`src/rtl/sd_pkg.sv`:
```
// sd_pkg: shared SD response encodings, frame lengths and CRC constants
package sd_pkg;
  typedef enum logic [2:0] {
    RSP_NONE, RSP_R1, RSP_R1B, RSP_R2_CID, RSP_R2_CSD, RSP_R3, RSP_R6, RSP_R7
  } rsp_type_e;
  typedef enum logic [2:0] {
    S_IDLE, S_WAIT_START, S_RECV, S_CHECK, S_WAIT_BUSY, S_DONE
  } state_e;
  localparam int        LEN_SHORT = 48;
  localparam int        LEN_LONG  = 136;
  localparam logic [6:0] CRC7_POLY = 7'h09;
  localparam logic [5:0] IDX_NONE  = 6'h3F;
endpackage

```
`src/rtl/sd_rsp_receiver_if.sv`:
```
// sd_rsp_receiver_if: CMD/DAT0 sampling inputs, arm controls and register-write outputs
interface sd_rsp_receiver_if;
  logic         sample_en, cmd_in, dat0_in, rsp_start;
  logic [2:0]   rsp_type;
  logic [5:0]   exp_index;
  logic         busy, done, timeout_err, crc_err, frame_err, index_err;
  logic [127:0] cid_in, csd_in;
  logic [31:0]  ocr_in;
  logic [15:0]  rca_in;
  logic [63:0]  stat_in;
  logic         cid_en, csd_en, ocr_en, rca_en, stat_en;
  modport master (
    output sample_en, cmd_in, dat0_in, rsp_start, rsp_type, exp_index,
    input  busy, done, timeout_err, crc_err, frame_err, index_err,
    input  cid_in, csd_in, ocr_in, rca_in, stat_in,
    input  cid_en, csd_en, ocr_en, rca_en, stat_en
  );
  modport slave (
    input  sample_en, cmd_in, dat0_in, rsp_start, rsp_type, exp_index,
    output busy, done, timeout_err, crc_err, frame_err, index_err,
    output cid_in, csd_in, ocr_in, rca_in, stat_in,
    output cid_en, csd_en, ocr_en, rca_en, stat_en
  );
endinterface

```
`src/rtl/sd_crc7.sv`:
```
// sd_crc7: serial CRC7 (x^7+x^3+1), MSB-first, with clear and enable
module sd_crc7
  import sd_pkg::*;
(
  input  logic       clk,
  input  logic       reset,
  input  logic       i_clr,
  input  logic       i_en,
  input  logic       i_din,
  output logic [6:0] o_crc
);
  logic [6:0] r_crc;
  logic       w_fb;
  assign w_fb  = i_din ^ r_crc[6];
  assign o_crc = r_crc;
  // shift one bit through the LFSR when enabled; clear has priority
  always_ff @(posedge clk or negedge reset)
    if (!reset) r_crc <= '0;
    else if (i_clr) r_crc <= '0;
    else if (i_en) r_crc <= {r_crc[5:0], 1'b0} ^ (w_fb ? CRC7_POLY : 7'h00);
endmodule

```
`src/rtl/sd_rsp_receiver.sv`:
```
// sd_rsp_receiver: deserialize and check SD CMD-line responses, emit register writes
module sd_rsp_receiver
  import sd_pkg::*;
#(
  parameter int NCR_MAX  = 64,
  parameter int BUSY_MAX = 65535
) (
  input  logic clk,
  input  logic reset,
  sd_rsp_receiver_if.slave bus
);
  localparam logic [15:0] NCR_LAST  = 16'(NCR_MAX - 1);
  localparam logic [15:0] BUSY_LAST = 16'(BUSY_MAX - 1);
  localparam logic [15:0] LAST_S    = 16'(LEN_SHORT - 1);
  localparam logic [15:0] LAST_L    = 16'(LEN_LONG - 1);
  state_e       r_state, w_next;
  rsp_type_e    r_type;
  logic [5:0]   r_exp;
  logic [15:0]  r_cnt;
  logic [135:0] r_sr;
  logic         r_busy, r_timeout, r_crc_err, r_frame_err, r_index_err;
  logic [127:0] r_cid, r_csd;
  logic [31:0]  r_ocr;
  logic [15:0]  r_rca;
  logic [63:0]  r_stat;
  logic [6:0]   w_crc;
  logic         w_accept, w_long, w_take, w_crc_en, w_frame_bad, w_idx_bad, w_crc_bad;
  logic         w_chk_bad, w_ncr_to, w_busy_to, w_busy_hit, w_load, w_ok;
  logic [15:0]  w_bit, w_last;
  logic [5:0]   w_rx_idx;
  logic [31:0]  w_pay;

  assign w_accept    = r_state == S_IDLE && bus.rsp_start;
  assign w_long      = r_type inside {RSP_R2_CID, RSP_R2_CSD};
  assign w_last      = w_long ? LAST_L : LAST_S;
  assign w_take      = bus.sample_en && ((r_state == S_WAIT_START && !bus.cmd_in) || r_state == S_RECV);
  assign w_bit       = r_state == S_RECV ? r_cnt : 16'd0;
  assign w_crc_en    = w_take && (w_long ? (w_bit >= 16'd8 && w_bit < 16'd128) : w_bit < 16'd40);
  assign w_rx_idx    = r_sr[45:40];
  assign w_pay       = r_sr[39:8];
  assign w_frame_bad = (w_long ? (r_sr[135] || r_sr[134]) : (r_sr[47] || r_sr[46])) || !r_sr[0];
  assign w_idx_bad   = r_type inside {RSP_R1, RSP_R1B, RSP_R6, RSP_R7} && w_rx_idx != r_exp;
  assign w_crc_bad   = r_type != RSP_R3 && w_crc != r_sr[7:1];
  assign w_chk_bad   = w_frame_bad || w_idx_bad || w_crc_bad;
  assign w_ncr_to    = r_state == S_WAIT_START && bus.sample_en && bus.cmd_in && r_cnt == NCR_LAST;
  assign w_busy_hit  = r_state == S_WAIT_BUSY && bus.sample_en && bus.dat0_in;
  assign w_busy_to   = r_state == S_WAIT_BUSY && bus.sample_en && !bus.dat0_in && r_cnt == BUSY_LAST;
  assign w_load      = (r_state == S_CHECK && !w_chk_bad && r_type != RSP_R1B) || w_busy_hit;
  assign w_ok        = r_state == S_DONE && !(r_timeout || r_crc_err || r_frame_err || r_index_err);

  assign bus.busy        = r_busy;
  assign bus.done        = r_state == S_DONE;
  assign bus.timeout_err = r_timeout;
  assign bus.crc_err     = r_crc_err;
  assign bus.frame_err   = r_frame_err;
  assign bus.index_err   = r_index_err;
  assign bus.cid_in      = r_cid;
  assign bus.csd_in      = r_csd;
  assign bus.ocr_in      = r_ocr;
  assign bus.rca_in      = r_rca;
  assign bus.stat_in     = r_stat;
  assign bus.cid_en      = w_ok && r_type == RSP_R2_CID;
  assign bus.csd_en      = w_ok && r_type == RSP_R2_CSD;
  assign bus.ocr_en      = w_ok && r_type == RSP_R3;
  assign bus.rca_en      = w_ok && r_type == RSP_R6;
  assign bus.stat_en     = w_ok && r_type inside {RSP_R1, RSP_R1B, RSP_R6, RSP_R7};

  sd_crc7 u_crc (
    .clk   (clk),
    .reset (reset),
    .i_clr (w_accept),
    .i_en  (w_crc_en),
    .i_din (bus.cmd_in),
    .o_crc (w_crc)
  );

  // next-state logic for the receive sequence
  always_comb begin
    w_next = r_state;
    case (r_state)
      S_IDLE:       if (bus.rsp_start) w_next = bus.rsp_type == 3'd0 ? S_DONE : S_WAIT_START;
      S_WAIT_START: w_next = w_take ? S_RECV : w_ncr_to ? S_DONE : S_WAIT_START;
      S_RECV:       if (w_take && r_cnt == w_last) w_next = S_CHECK;
      S_CHECK:      w_next = (r_type == RSP_R1B && !w_chk_bad) ? S_WAIT_BUSY : S_DONE;
      S_WAIT_BUSY:  if (w_busy_hit || w_busy_to) w_next = S_DONE;
      default:      w_next = S_IDLE;
    endcase
  end

  // state, latched request, busy, bit/idle counter and shift register
  always_ff @(posedge clk or negedge reset)
    if (!reset) begin
      r_state <= S_IDLE;
      r_type  <= RSP_NONE;
      r_exp   <= '0;
      r_busy  <= 1'b0;
      r_cnt   <= '0;
      r_sr    <= '0;
    end else begin
      r_state <= w_next;
      r_type  <= w_accept ? rsp_type_e'(bus.rsp_type) : r_type;
      r_exp   <= w_accept ? bus.exp_index : r_exp;
      r_busy  <= w_accept ? bus.rsp_type != 3'd0 : r_state == S_DONE ? 1'b0 : r_busy;
      r_cnt   <= (w_accept || r_state == S_CHECK) ? 16'd0
               : (bus.sample_en && r_state inside {S_WAIT_START, S_RECV, S_WAIT_BUSY})
                 ? ((r_state == S_WAIT_START && !bus.cmd_in) ? 16'd1 : r_cnt + 16'd1)
               : r_cnt;
      r_sr    <= w_accept ? '0 : w_take ? {r_sr[134:0], bus.cmd_in} : r_sr;
    end

  // sticky error flags, cleared by an accepted arm
  always_ff @(posedge clk or negedge reset)
    if (!reset) begin
      r_timeout   <= 1'b0;
      r_crc_err   <= 1'b0;
      r_frame_err <= 1'b0;
      r_index_err <= 1'b0;
    end else if (w_accept) begin
      r_timeout   <= 1'b0;
      r_crc_err   <= 1'b0;
      r_frame_err <= 1'b0;
      r_index_err <= 1'b0;
    end else begin
      r_timeout   <= r_timeout | w_ncr_to | w_busy_to;
      r_crc_err   <= r_crc_err | (r_state == S_CHECK && w_crc_bad);
      r_frame_err <= r_frame_err | (r_state == S_CHECK && w_frame_bad);
      r_index_err <= r_index_err | (r_state == S_CHECK && w_idx_bad);
    end

  // register data, updated only on the way into DONE for a clean frame
  always_ff @(posedge clk or negedge reset)
    if (!reset) begin
      r_cid  <= '0;
      r_csd  <= '0;
      r_ocr  <= '0;
      r_rca  <= '0;
      r_stat <= '0;
    end else if (w_load) begin
      if (r_type inside {RSP_R1, RSP_R1B, RSP_R7}) r_stat <= {26'd0, w_rx_idx, w_pay};
      if (r_type == RSP_R6) begin
        r_rca  <= w_pay[31:16];
        r_stat <= {26'd0, w_rx_idx, 8'd0, w_pay[15], w_pay[14], 2'd0, w_pay[13], 6'd0, w_pay[12:0]};
      end
      if (r_type == RSP_R3) r_ocr <= w_pay;
      if (r_type == RSP_R2_CID) r_cid <= {r_sr[127:1], 1'b1};
      if (r_type == RSP_R2_CSD) r_csd <= {r_sr[127:1], 1'b1};
    end
endmodule

```
`src/flat_wrapper.sv`:
```
// flat-port wrapper written by rule: the top's interface ports become plain ports
module sd_rsp_receiver_flat import sd_pkg::*;
#(
  parameter int NCR_MAX  = 64,
  parameter int BUSY_MAX = 65535
)
  (clk, reset, bus_sample_en, bus_cmd_in, bus_dat0_in, bus_rsp_start, bus_rsp_type, bus_exp_index, bus_busy, bus_done, bus_timeout_err, bus_crc_err, bus_frame_err, bus_index_err, bus_cid_in, bus_csd_in, bus_ocr_in, bus_rca_in, bus_stat_in, bus_cid_en, bus_csd_en, bus_ocr_en, bus_rca_en, bus_stat_en);
  sd_rsp_receiver_if bus_i ();
  input  logic clk;
  input  logic reset;
  input wire logic [$bits(bus_i.sample_en)-1:0] bus_sample_en;
  input wire logic [$bits(bus_i.cmd_in)-1:0] bus_cmd_in;
  input wire logic [$bits(bus_i.dat0_in)-1:0] bus_dat0_in;
  input wire logic [$bits(bus_i.rsp_start)-1:0] bus_rsp_start;
  input wire logic [$bits(bus_i.rsp_type)-1:0] bus_rsp_type;
  input wire logic [$bits(bus_i.exp_index)-1:0] bus_exp_index;
  output wire logic [$bits(bus_i.busy)-1:0] bus_busy;
  output wire logic [$bits(bus_i.done)-1:0] bus_done;
  output wire logic [$bits(bus_i.timeout_err)-1:0] bus_timeout_err;
  output wire logic [$bits(bus_i.crc_err)-1:0] bus_crc_err;
  output wire logic [$bits(bus_i.frame_err)-1:0] bus_frame_err;
  output wire logic [$bits(bus_i.index_err)-1:0] bus_index_err;
  output wire logic [$bits(bus_i.cid_in)-1:0] bus_cid_in;
  output wire logic [$bits(bus_i.csd_in)-1:0] bus_csd_in;
  output wire logic [$bits(bus_i.ocr_in)-1:0] bus_ocr_in;
  output wire logic [$bits(bus_i.rca_in)-1:0] bus_rca_in;
  output wire logic [$bits(bus_i.stat_in)-1:0] bus_stat_in;
  output wire logic [$bits(bus_i.cid_en)-1:0] bus_cid_en;
  output wire logic [$bits(bus_i.csd_en)-1:0] bus_csd_en;
  output wire logic [$bits(bus_i.ocr_en)-1:0] bus_ocr_en;
  output wire logic [$bits(bus_i.rca_en)-1:0] bus_rca_en;
  output wire logic [$bits(bus_i.stat_en)-1:0] bus_stat_en;
  assign bus_i.sample_en = bus_sample_en;
  assign bus_i.cmd_in = bus_cmd_in;
  assign bus_i.dat0_in = bus_dat0_in;
  assign bus_i.rsp_start = bus_rsp_start;
  assign bus_i.rsp_type = bus_rsp_type;
  assign bus_i.exp_index = bus_exp_index;
  assign bus_busy = bus_i.busy;
  assign bus_done = bus_i.done;
  assign bus_timeout_err = bus_i.timeout_err;
  assign bus_crc_err = bus_i.crc_err;
  assign bus_frame_err = bus_i.frame_err;
  assign bus_index_err = bus_i.index_err;
  assign bus_cid_in = bus_i.cid_in;
  assign bus_csd_in = bus_i.csd_in;
  assign bus_ocr_in = bus_i.ocr_in;
  assign bus_rca_in = bus_i.rca_in;
  assign bus_stat_in = bus_i.stat_in;
  assign bus_cid_en = bus_i.cid_en;
  assign bus_csd_en = bus_i.csd_en;
  assign bus_ocr_en = bus_i.ocr_en;
  assign bus_rca_en = bus_i.rca_en;
  assign bus_stat_en = bus_i.stat_en;
  sd_rsp_receiver #(.NCR_MAX(NCR_MAX), .BUSY_MAX(BUSY_MAX)) u_core (.clk(clk), .reset(reset), .bus(bus_i));
endmodule
```
`config.mk`:
```
export PLATFORM = sky130hd
export DESIGN_NAME = sd_rsp_receiver_flat
export DESIGN_NICKNAME = d
export VERILOG_FILES = /design/src/rtl/sd_pkg.sv /design/src/rtl/sd_rsp_receiver_if.sv /design/src/rtl/sd_crc7.sv /design/src/rtl/sd_rsp_receiver.sv /design/src/flat_wrapper.sv
export SDC_FILE = /design/constraint.sdc
export NUM_CORES = 1
export LEC_CHECK = 0
export CORE_ASPECT_RATIO = 1.5
export CORE_MARGIN = 5
export CORE_UTILIZATION = 47
export CTS_CLUSTER_DIAMETER = 120
export DETAILED_ROUTE_END_ITERATION = 8
export PLACE_DENSITY_LB_ADDON = 0.05
export SYNTH_ARGS = -nofsm -noshare
export SYNTH_HDL_FRONTEND = slang
export SYNTH_SLANG_ARGS = --single-unit
```
`constraint.sdc`:
```
create_clock -name clk -period 7 [get_ports clk]
set_input_delay 1.05 -clock clk [delete_from_list [all_inputs] [get_ports clk]]
set_output_delay 1.05 -clock clk [all_outputs]
set_load 0.005 [all_outputs]
```
==> flow_metrics.env <==
export IMPL_track_usage_pct=21.0
export IMPL_start_util_pct=47.4
export IMPL_required_ps=7440
export IMPL_syn_cell_area_um2=20800
export IMPL_final_setup_viol_count=0
export IMPL_std_cell_rows=94
export IMPL_io_buffers=367
export IMPL_cts_resized=0
export IMPL_p_clk_share_pct=39.7
export IMPL_pwr_share_seq_pct=46.5
export IMPL_leakagePower_nw=12.5
export IMPL_p_sw_mw=1.89
export IMPL_fp_dieH_um=267
export IMPL_cp_max_fo=84
export IMPL_antenna_left=0
export IMPL_cp_arrival_ps=4180
export IMPL_layout_drive_gt1_share_pct=21.1
export IMPL_dieWidth_um=182
export IMPL_cts_tree="done"
export IMPL_relSlewSlack_pct=30.4
export IMPL_drv_cap=0
export IMPL_netlist_cell_type_count=51
export IMPL_hold_viol_final=0
export IMPL_synthCells=1689
export IMPL_worst_skew_pair_late_latency_ps=570
export IMPL_fillers=3614
export IMPL_synth_flop_cell="dfrtp_1"
export IMPL_syn_avg_cell_area_um2=12.3
export IMPL_htree_levels=2
export IMPL_first_pass_iters=5
export IMPL_ys_async_sr_fraction_pct=100
export IMPL_p_comb_share_pct=13.8
export IMPL_drtIter0Drc=870
export IMPL_cts_buffers=49
export IMPL_mostFrequentLayoutCell="dfrtp_1"
export IMPL_cts_root_buffer="clkbuf_16"
export IMPL_gr_total_overflow=0
export IMPL_finalPower_mw=6.99
export IMPL_finalClockSkew_ps=19.5
export IMPL_hold_class="flip-flop to flip-flop"
export IMPL_gp_congestion=0.842
export IMPL_worstReg2RegEnd="u_core.bus.csd_in[12]"
export IMPL_post_dp_hpwl_um=33400
export IMPL_grt_pass1_wl_um=82800
export IMPL_ys_warn_count=0
export IMPL_synthToLayoutAreaGrowth_pct=27.8
export IMPL_pwr_density_cell_nw_per_um2=263
export IMPL_wl_per_cell_um=19.5
export IMPL_die_area_um2=48500
export IMPL_via_per_inst=5.23
export IMPL_vias=13800
export IMPL_rrSetupSlack_ps=3270
export IMPL_grt_antenna_before_repair=0
export IMPL_hold_depth=1
export IMPL_boundaryPins=394
export IMPL_synth_seq_cells=518
export IMPL_critical_path_startpoint_type="flip-flop"
export IMPL_grt_setup_unrepaired="false"
export IMPL_final_period_utilization_pct=53.3
export IMPL_cts_buffer_depth=3
export IMPL_end_kind="flip-flop"
export IMPL_clk_pin_slew_ps=60
export IMPL_post_cts_buffers=0
export IMPL_most_common_layout_cells="518 x dfrtp_1, 366 x clkdlybuf4s50_1, 347 x nand2_1"
export IMPL_p_sw_share_pct=27.1
export IMPL_grt_start_max_net_pins=148
export IMPL_core_area_um2=43800
export IMPL_utilization_pct=60.6
export IMPL_p_int_mw=5.10
export IMPL_fin_crit_ps=3730
export IMPL_synth_edf_count=0
export IMPL_setup_tns_ps=0
export IMPL_worst_slew_pin_transition_ps=1040
export IMPL_drc=0
export IMPL_holdPathEnd="u_core.bus.csd_in[0]"
export IMPL_wl_um=51400
export IMPL_ir_drop_uv=204
export IMPL_yosysSeqAreaShare_pct=62.5
export IMPL_cts_hold_buf=0
export IMPL_reg2reg_depth=7
export IMPL_fmax_mhz=268
export IMPL_r2r_start="u_core.r_state[1]"
export IMPL_grt_pass1_vias=14400
export IMPL_hp_start="u_core.bus.csd_in[0]"
export IMPL_n_antenna_cell=0
export IMPL_clock_sinks=518
export IMPL_nets=2036
export IMPL_slew_viol_final=0
export IMPL_crit_type="flip-flop to flip-flop"
export IMPL_outcome="finished, final reports clean"
-- metal layers --
| metal | vias up | track usage, % | wire (um) |
|---|---|---|---|
| met1 | 6988 | 26.9 | 20900 |
| met3 | 69 | 5.91 | 3730 |
| met5 | - | 0 | 0 |
| met4 | 0 | 5.24 | 1020 |
| met2 | 361 | 35.5 | 25700 |
| li1 | 6354 | - | - |
-- cell type report --
class                           instances  area, um^2  share of cell area, %
Multi-Input combinational cell       1050        7230                   27.3
Clock inverter                         15         211                  0.797
Sequential cell                       518       13000                   48.9
Tap cell                              576         721                   2.72
Timing Repair Buffer                  380        3840                   14.5
Inverter                               20        75.1                  0.283
Clock buffer                           73        1490                   5.61
-- flip-flops by register name, indices dropped and copies added, names as in the netlist, 3 cells and up --
signal	cells
u_core.r_sr	136
u_core.bus.cid_in	128
u_core.bus.csd_in	128
u_core.bus.stat_in	38
u_core.bus.ocr_in	32
u_core.bus.rca_in	16
u_core.r_cnt	16
u_core.u_crc.o_crc	7
u_core.r_exp	6
u_core.r_state	3
u_core.r_type	3
-- power groups by stage --
stage                     combinational [mW]  clock (mW)  sequential [mW]
after floorplan                        0.610           0             3.25
after global placement                 0.965           0             3.30
after detailed placement               0.980           0             3.30
after CTS                              0.984        2.85             3.25
after global routing                    1.07        2.97             3.27
final                                  0.965        2.77             3.25
-- critical path, stage by stage, from the launching register on --
cell,delay (ps)
dfrtp_1,620
nand2_1,210
nor2_1,350
o21ai_0,320
nor3_1,440
o21a_4,700
buf_12,460
mux2_2,390
-- synth_stat cells (3+ instances only) --
cell type  count  area share [%]
dfrtp_1      518              62
nand2_1      348             6.3
mux2_2       323              18
a21oi_1      146             3.5
clkbuf_1      60             1.1
o21ai_0       36            0.87
nor2_1        30            0.54
buf_2         29            0.70
buf_4         27            0.98
inv_1         20            0.36
mux2i_1       18            0.87
nand3_1       13            0.31
o31ai_1       10            0.36
xor2_1        10            0.42
buf_1          8            0.14
nor2b_1        8            0.24
xnor2_1        8            0.34
and3_1         7            0.21
nand2b_1       6            0.18
nor4_1         6            0.18
nor3_1         5            0.12
mux2_4         4            0.29
nand3b_1       4            0.14
a21o_1         3            0.11
a31oi_1        3           0.090
and2_1         3           0.090
nor4b_1        3            0.13
-- stage by stage --
stage / setup WS [ps] / hold WS, ps / cells / area [um^2]
after floorplan: 4300 / 459 / 1714 / 20800
after global placement: 3050 / 451 / 2544 / 24800
after detailed placement: 3000 / 456 / 2544 / 24800
after CTS: 3290 / 471 / 2632 / 26500
after global routing: 2980 / 479 / 2632 / 26500
final: 3270 / 466 / 2632 / 26500
-- logic make-up (layout without fill, tap and decap cells) --
group / count (synthesis) / after routing / synth area share [%]
adder cells (fa/ha/maj): 2 / 2 / 0.121
flip-flops: 518 / 518 / 62.5
other: 1 / 26 / 0.0181
buffers and inverters: 146 / 488 / 3.38
AND/OR/NAND/NOR: 445 / 445 / 8.90
multiplexers: 345 / 345 / 18.7
AO/OA/AOI/OAI: 214 / 214 / 5.69
XOR/XNOR: 18 / 18 / 0.760
-- how the worst max path moves through the flow --
stage	start	end	slack (ps)
floorplan	bus_sample_en	u_core.bus.cid_in[100]	4300
global route	u_core.r_state[1]	u_core.bus.csd_in[11]	2980
CTS	u_core.r_state[1]	u_core.bus.csd_in[12]	3290
global placement	bus_sample_en	u_core.bus.csd_in[8]	3050
detailed placement	bus_sample_en	u_core.bus.csd_in[4]	3000
finish	u_core.r_state[1]	u_core.bus.csd_in[12]	3270
(Power assumes the default switching activity.)
